**config.mk**
```make
export PLATFORM = sky130hd
export DESIGN_NAME = cpu_mem_arbiter_flat
export DESIGN_NICKNAME = d
export VERILOG_FILES = /design/src/rtl/cpu_mem_arbiter_if.sv /design/src/rtl/cpu_mem_arbiter.sv /design/src/flat_wrapper.sv
export SDC_FILE = /design/constraint.sdc
export NUM_CORES = 1
export LEC_CHECK = 0
export BUFFER_PORTS_ARGS = -buffer_cell sky130_fd_sc_hd__buf_2
export CAP_MARGIN = 20
export CORE_AREA = 8 8 102 104
export DETAILED_ROUTE_END_ITERATION = 7
export DIE_AREA = 0 0 110 112
export GPL_ROUTABILITY_DRIVEN = 1
export PLACE_DENSITY = 0.67
export SLEW_MARGIN = 30
export SYNTH_ARGS = -nofsm -noshare
export SYNTH_HDL_FRONTEND = slang
export SYNTH_SLANG_ARGS = --single-unit
```
**constraint.sdc**
```tcl
create_clock -name clk -period 1.7 [get_ports clk]
set_clock_uncertainty 0.05 [all_clocks]
set_input_delay 0 -clock clk [delete_from_list [all_inputs] [get_ports clk]]
set_output_delay 0 -clock clk [all_outputs]
set_load 0.02 [all_outputs]
```
**src/rtl/cpu_mem_arbiter_if.sv**
```systemverilog
// Bus bundle for cpu_mem_arbiter: CPU fetch channel, CPU data channel and shared memory port.
// The slave modport is the arbiter's view; master is the CPU and memory environment.
interface cpu_mem_arbiter_if #(
    parameter int ADDR_W = 32,
    parameter int DATA_W = 32
);
    logic [ADDR_W-1:0]   inst_addr;
    logic                inst_req_valid;
    logic                inst_req_ready;
    logic [DATA_W-1:0]   inst_rdata;
    logic                inst_rvalid;
    logic                inst_rready;

    logic [ADDR_W-1:0]   data_addr;
    logic                data_wen;
    logic [DATA_W-1:0]   data_wdata;
    logic [DATA_W/8-1:0] data_wstrb;
    logic                data_ren;
    logic                data_req_ready;
    logic [DATA_W-1:0]   data_rdata;
    logic                data_rvalid;
    logic                data_rready;

    logic [ADDR_W-1:0]   mem_addr;
    logic                mem_wen;
    logic [DATA_W-1:0]   mem_wdata;
    logic [DATA_W/8-1:0] mem_wstrb;
    logic                mem_ren;
    logic                mem_req_ready;
    logic [DATA_W-1:0]   mem_rdata;
    logic                mem_rvalid;
    logic                mem_rready;

    modport slave (
        input  inst_addr, inst_req_valid, inst_rready,
        input  data_addr, data_wen, data_wdata, data_wstrb, data_ren, data_rready,
        input  mem_req_ready, mem_rdata, mem_rvalid,
        output inst_req_ready, inst_rdata, inst_rvalid,
        output data_req_ready, data_rdata, data_rvalid,
        output mem_addr, mem_wen, mem_wdata, mem_wstrb, mem_ren, mem_rready
    );

    modport master (
        output inst_addr, inst_req_valid, inst_rready,
        output data_addr, data_wen, data_wdata, data_wstrb, data_ren, data_rready,
        output mem_req_ready, mem_rdata, mem_rvalid,
        input  inst_req_ready, inst_rdata, inst_rvalid,
        input  data_req_ready, data_rdata, data_rvalid,
        input  mem_addr, mem_wen, mem_wdata, mem_wstrb, mem_ren, mem_rready
    );
endinterface

```
**src/rtl/cpu_mem_arbiter.sv**
```systemverilog
// Shares one memory port between the CPU fetch and data channels; data has priority,
// with a starvation guard that forces a fetch grant after STARVE_LIMIT data grants.
//   state | meaning
//   IDLE  | no grant; arbitrate pending requests
//   REQ   | granted request presented to memory
//   RESP  | waiting for read data for the owner
module cpu_mem_arbiter #(
    parameter int ADDR_W       = 32,
    parameter int DATA_W       = 32,
    parameter int STARVE_LIMIT = 4
) (
    input  logic              clk,
    input  logic              rst,
    cpu_mem_arbiter_if.slave  bus
);
    localparam logic [3:0] LP_LIMIT = 4'(STARVE_LIMIT);

    typedef enum logic [1:0] {
        IDLE = 2'd0,
        REQ  = 2'd1,
        RESP = 2'd2
    } state_t;

    state_t     r_state;
    state_t     w_next;
    logic       r_owner;
    logic [3:0] r_starve_cnt;

    logic       w_data_pend;
    logic       w_starve_hit;
    logic       w_grant_inst;
    logic       w_grant_data;
    logic [3:0] w_starve_next;
    logic       w_own_valid;
    logic       w_own_write;
    logic       w_own_rready;

    assign w_data_pend   = bus.data_wen | bus.data_ren;
    assign w_starve_hit  = (STARVE_LIMIT != 0) && (r_starve_cnt == LP_LIMIT);
    assign w_grant_inst  = bus.inst_req_valid & (~w_data_pend | w_starve_hit);
    assign w_grant_data  = w_data_pend & ~w_grant_inst;
    assign w_own_valid   = r_owner ? w_data_pend : bus.inst_req_valid;
    assign w_own_write   = r_owner & bus.data_wen;
    assign w_own_rready  = r_owner ? bus.data_rready : bus.inst_rready;

    // Count only data grants that actually made a fetch wait.
    always_comb begin
        w_starve_next = 4'd0;
        if (w_grant_data && bus.inst_req_valid)
            w_starve_next = (r_starve_cnt == 4'd15) ? 4'd15 : r_starve_cnt + 4'd1;
    end

    always_ff @(posedge clk or negedge rst) begin
        if (!rst) begin
            r_state      <= IDLE;
            r_owner      <= 1'b0;
            r_starve_cnt <= 4'd0;
        end else begin
            r_state <= w_next;
            if (r_state == IDLE && (w_grant_inst || w_grant_data)) begin
                r_owner      <= w_grant_data;
                r_starve_cnt <= w_starve_next;
            end
        end
    end

    always_comb begin
        w_next             = r_state;
        bus.inst_req_ready = 1'b0;
        bus.inst_rdata     = '0;
        bus.inst_rvalid    = 1'b0;
        bus.data_req_ready = 1'b0;
        bus.data_rdata     = '0;
        bus.data_rvalid    = 1'b0;
        bus.mem_addr       = '0;
        bus.mem_wen        = 1'b0;
        bus.mem_wdata      = '0;
        bus.mem_wstrb      = '0;
        bus.mem_ren        = 1'b0;
        bus.mem_rready     = 1'b0;
        case (r_state)
            IDLE: begin
                if (w_grant_inst || w_grant_data)
                    w_next = REQ;
            end
            REQ: begin
                if (r_owner) begin
                    bus.mem_addr       = w_data_pend ? bus.data_addr : '0;
                    bus.mem_wen        = bus.data_wen;
                    bus.mem_ren        = bus.data_ren & ~bus.data_wen;
                    bus.mem_wdata      = bus.data_wen ? bus.data_wdata : '0;
                    bus.mem_wstrb      = bus.data_wen ? bus.data_wstrb : '0;
                    bus.data_req_ready = bus.mem_req_ready;
                end else begin
                    bus.mem_addr       = bus.inst_req_valid ? bus.inst_addr : '0;
                    bus.mem_ren        = bus.inst_req_valid;
                    bus.inst_req_ready = bus.mem_req_ready;
                end
                // A dropped valid abandons the grant without a memory transaction.
                if (!w_own_valid)
                    w_next = IDLE;
                else if (bus.mem_req_ready)
                    w_next = w_own_write ? IDLE : RESP;
            end
            RESP: begin
                bus.mem_rready = w_own_rready;
                if (r_owner) begin
                    bus.data_rdata  = bus.mem_rdata;
                    bus.data_rvalid = bus.mem_rvalid;
                end else begin
                    bus.inst_rdata  = bus.mem_rdata;
                    bus.inst_rvalid = bus.mem_rvalid;
                end
                if (bus.mem_rvalid && w_own_rready)
                    w_next = IDLE;
            end
            default: w_next = IDLE;
        endcase
    end
endmodule

```
**src/flat_wrapper.sv**
```systemverilog
// flat-port wrapper written by rule: the top's interface ports become plain ports
module cpu_mem_arbiter_flat 
#(
    parameter int ADDR_W       = 32,
    parameter int DATA_W       = 32,
    parameter int STARVE_LIMIT = 4
)
  (clk, rst, bus_inst_addr, bus_inst_req_valid, bus_inst_rready, bus_data_addr, bus_data_wen, bus_data_wdata, bus_data_wstrb, bus_data_ren, bus_data_rready, bus_mem_req_ready, bus_mem_rdata, bus_mem_rvalid, bus_inst_req_ready, bus_inst_rdata, bus_inst_rvalid, bus_data_req_ready, bus_data_rdata, bus_data_rvalid, bus_mem_addr, bus_mem_wen, bus_mem_wdata, bus_mem_wstrb, bus_mem_ren, bus_mem_rready);
  cpu_mem_arbiter_if #(.ADDR_W(ADDR_W), .DATA_W(DATA_W)) bus_i ();
  input  logic clk;
  input  logic rst;
  input wire logic [$bits(bus_i.inst_addr)-1:0] bus_inst_addr;
  input wire logic [$bits(bus_i.inst_req_valid)-1:0] bus_inst_req_valid;
  input wire logic [$bits(bus_i.inst_rready)-1:0] bus_inst_rready;
  input wire logic [$bits(bus_i.data_addr)-1:0] bus_data_addr;
  input wire logic [$bits(bus_i.data_wen)-1:0] bus_data_wen;
  input wire logic [$bits(bus_i.data_wdata)-1:0] bus_data_wdata;
  input wire logic [$bits(bus_i.data_wstrb)-1:0] bus_data_wstrb;
  input wire logic [$bits(bus_i.data_ren)-1:0] bus_data_ren;
  input wire logic [$bits(bus_i.data_rready)-1:0] bus_data_rready;
  input wire logic [$bits(bus_i.mem_req_ready)-1:0] bus_mem_req_ready;
  input wire logic [$bits(bus_i.mem_rdata)-1:0] bus_mem_rdata;
  input wire logic [$bits(bus_i.mem_rvalid)-1:0] bus_mem_rvalid;
  output wire logic [$bits(bus_i.inst_req_ready)-1:0] bus_inst_req_ready;
  output wire logic [$bits(bus_i.inst_rdata)-1:0] bus_inst_rdata;
  output wire logic [$bits(bus_i.inst_rvalid)-1:0] bus_inst_rvalid;
  output wire logic [$bits(bus_i.data_req_ready)-1:0] bus_data_req_ready;
  output wire logic [$bits(bus_i.data_rdata)-1:0] bus_data_rdata;
  output wire logic [$bits(bus_i.data_rvalid)-1:0] bus_data_rvalid;
  output wire logic [$bits(bus_i.mem_addr)-1:0] bus_mem_addr;
  output wire logic [$bits(bus_i.mem_wen)-1:0] bus_mem_wen;
  output wire logic [$bits(bus_i.mem_wdata)-1:0] bus_mem_wdata;
  output wire logic [$bits(bus_i.mem_wstrb)-1:0] bus_mem_wstrb;
  output wire logic [$bits(bus_i.mem_ren)-1:0] bus_mem_ren;
  output wire logic [$bits(bus_i.mem_rready)-1:0] bus_mem_rready;
  assign bus_i.inst_addr = bus_inst_addr;
  assign bus_i.inst_req_valid = bus_inst_req_valid;
  assign bus_i.inst_rready = bus_inst_rready;
  assign bus_i.data_addr = bus_data_addr;
  assign bus_i.data_wen = bus_data_wen;
  assign bus_i.data_wdata = bus_data_wdata;
  assign bus_i.data_wstrb = bus_data_wstrb;
  assign bus_i.data_ren = bus_data_ren;
  assign bus_i.data_rready = bus_data_rready;
  assign bus_i.mem_req_ready = bus_mem_req_ready;
  assign bus_i.mem_rdata = bus_mem_rdata;
  assign bus_i.mem_rvalid = bus_mem_rvalid;
  assign bus_inst_req_ready = bus_i.inst_req_ready;
  assign bus_inst_rdata = bus_i.inst_rdata;
  assign bus_inst_rvalid = bus_i.inst_rvalid;
  assign bus_data_req_ready = bus_i.data_req_ready;
  assign bus_data_rdata = bus_i.data_rdata;
  assign bus_data_rvalid = bus_i.data_rvalid;
  assign bus_mem_addr = bus_i.mem_addr;
  assign bus_mem_wen = bus_i.mem_wen;
  assign bus_mem_wdata = bus_i.mem_wdata;
  assign bus_mem_wstrb = bus_i.mem_wstrb;
  assign bus_mem_ren = bus_i.mem_ren;
  assign bus_mem_rready = bus_i.mem_rready;
  cpu_mem_arbiter #(.ADDR_W(ADDR_W), .DATA_W(DATA_W), .STARVE_LIMIT(STARVE_LIMIT)) u_core (.clk(clk), .rst(rst), .bus(bus_i));
endmodule
```
==> flow_metrics.tcl <==
set metrics [dict create \
    clk_pin_slew_ps 40 \
    finalPower_mw 4.07 \
    cts_tree "done" \
    routabilityCongestion 0.748 \
    worstMarginPinSlew_ps 409 \
    worstSetupPathType "reg2out" \
    syn-num-nets 354 \
    synth_commonest_cells "103 x and2_1, 30 x a22o_1, 7 x dfrtp_1" \
    rows 35 \
    cts_inserted_buffers 3 \
    drt_pass1_iterations 4 \
    pre_cts_slack_ps 224 \
    slowest_stage "dfrtp_1" \
    die_y_um 112 \
    root_buffer "clkbuf_8" \
    n_fill_cell 885 \
    io_pins 280 \
    fin_ws_ps 13.4 \
    cp.arrival_ps 1640 \
    wl_per_cell_um 15.7 \
    port_buffers 279 \
    period_minus_slack_ps 1690 \
    multi_input_comb_area_um2 1280 \
    rsz0062_at_grt "true" \
    crit_fanout 8 \
    relSlewSlack 0.727 \
    finalNetCount 632 \
    synth-seq-cells 7 \
    clockBufferDepth 2 \
    ys_warn_count 0 \
    required_ps 1650 \
    p_per_area_nw_per_um2 1190 \
    drt_iter0_markers 102 \
    antenna_found_initial 0 \
    path_cells "nor2b_4, and3b_2, clkbuf_16, a22o_1, buf_6" \
    netlist_instances 211 \
    grt_pass1_vias 2664 \
    die_area_um2 12300 \
    critPathTopFamily "simple AND/OR/NAND/NOR gates" \
    final_util 0.386 \
    yosysTopAreaCell "and2_1" \
    hold_violations 0 \
    timing.max_cap.violations 0 \
    seq_area_um2 178 \
    crit_path_max_incr_delay_ps 410 \
    die_w_um 110 \
    synthTopCellsByArea "and2_1 42%, a22o_1 17%, dfrtp_1 11%" \
    synth_top_area_frac 0.419 \
    clk-insertion-delay-late_ps 230 \
    grt_overflow 0 \
    max_freq_ghz 0.593 \
    min_period_over_period 0.992 \
    htreeDepth 1 \
    irDropWorstVdd_uv 607 \
    setup_viol 0 \
    grtUsageTotal 0.125 \
    ant_nets 0 \
    grt_max_degree 38 \
    yosysSeqAreaShare 0.114 \
    synth.distinct_cells 32 \
    clock-sinks 7 \
    slew_viol_final 0 \
    finalSetupTns_ps 0 \
    dpl.hpwl_mm 7.66 \
    initial_core_util 0.173 \
    critPathBufInv 2 \
    drt_wl_total_mm 9.40 \
    hp-class "in2reg" \
    syn_to_final_growth_pct 123 \
    p_leak_nw 2.13 \
    syn-cell-area_um2 1540 \
    synth_ff_type "dfrtp_1" \
    grt_pass1_wl_mm 12.9 \
    stdcell_area_um2 3430 \
    num_vias 2612 \
    status "completed" \
    post-route-drc-count 0 \
    core_um2 8890 \
    synthArstFlopShare 1.00 \
    placement.cell_area_um2 3030 \
    syn_area_per_cell_um2 7.29 \
    synth_edf_count 0 \
    n_antenna_cell 0 \
    synth_most_common_cell "and2_1" \
    cp-end-kind "output pin" \
    crit_path_start_kind "flop" \
    avgViaCountPerCell 4.36 \
    drive_gt1_frac 0.623 \
]
==> state kept, by name, summed over array words and instances (netlist names) <==
signal	count
u_core.r_state	2
u_core.r_starve_cnt	4
u_core.r_owner	1
==> per-stage QoR <==
stage	instances	hold WS [ps]
2_1_floorplan	211	-346
3_3_place_gp	587	-207
3_5_place_dp	587	-203
4_1_cts	594	48.1
5_1_grt	599	61.2
6_report	599	55.9
==> cell families after synthesis <==
logic type,count (synthesis),synth area share
and+or+nand+nor,129,0.517
buffers and inverters,22,0.0871
DFF,7,0.114
AOI/OAI and AO/OA,49,0.253
muxes,2,0.0130
adders and majority gates,2,0.0163
==> cell type report <==
| type | instances | area share |
|---|---|---|
| flip-flops and latches | 7 | 0.0518 |
| inverters | 3 | 0.00328 |
| clock buffers | 4 | 0.0131 |
| repair buffers | 292 | 0.519 |
| well taps | 111 | 0.0405 |
| multi-input cells | 182 | 0.372 |
==> placed cells by master, fill, tap and decap left out, types with 3 or more instances in the layout <==
cell      synthesis  final
clkbuf_8          0      3
nand2_1           4      4
buf_2             5    247
a22o_1           30     27
nor2_1            4      4
inv_1             3      3
and2_1          103    103
a31oi_1           6      6
and3_1            5      5
dfrtp_1           7      5
buf_12            0      3
a22o_4            0      5
buf_6             4     34
buf_4             4      4
a21oi_1           3      3
==> path summary, 6_finish.rpt <==
kind                              startpoint                      to  slack (ps)  cells past startpoint
max                        u_core.r_state[0]        bus_mem_addr[26]          10                      5
min                        bus_mem_req_ready       u_core.r_state[1]          60                      3
max reg2reg                u_core.r_state[1]  u_core.r_starve_cnt[3]         210                      4
min reg2reg                u_core.r_state[1]       u_core.r_state[0]         460                      1
max in group asynchronous                rst          u_core.r_owner        1330                      2
min in group asynchronous                rst  u_core.r_starve_cnt[3]          90                      2
==> worst register-to-register path, delay by kind of cell, from the launching register on <==
family,cells,cell delay (ps)
simple gates,2,600
flops,1,440
buf+inv,1,150
compound gates,1,120
==> repair_timing <==
item | 4_1_cts | 5_1_grt
endpoints found under the hold margin | 8 | 0
cloned | 0 | 3
resized for setup | 0 | 74
hold buffers | 2 | 0
pin swaps | 0 | 31
setup buffers | 1 | 2
endpoints found under the setup margin | 3 | 110
==> where the power goes <==
group	internal, mW	total, mW	switching (mW)	leakage, nW
Combinational	1.61	3.46	1.85	2.02
Sequential	0.246	0.372	0.126	0.0853
Clock	0.162	0.236	0.0731	0.0228
Total	2.02	4.07	2.05	2.13
==> metal layers <==
layer	vias up	GRT usage	share of wire	wire length [um]
met5	-	0	0	0
met4	0	0.0126	0.0011	10
met3	2	0.0439	0.14	1320
met2	174	0.239	0.52	4870
met1	1156	0.127	0.34	3200
li1	1280	-	-	-
Note: power is estimated with default switching activity, not from simulation.
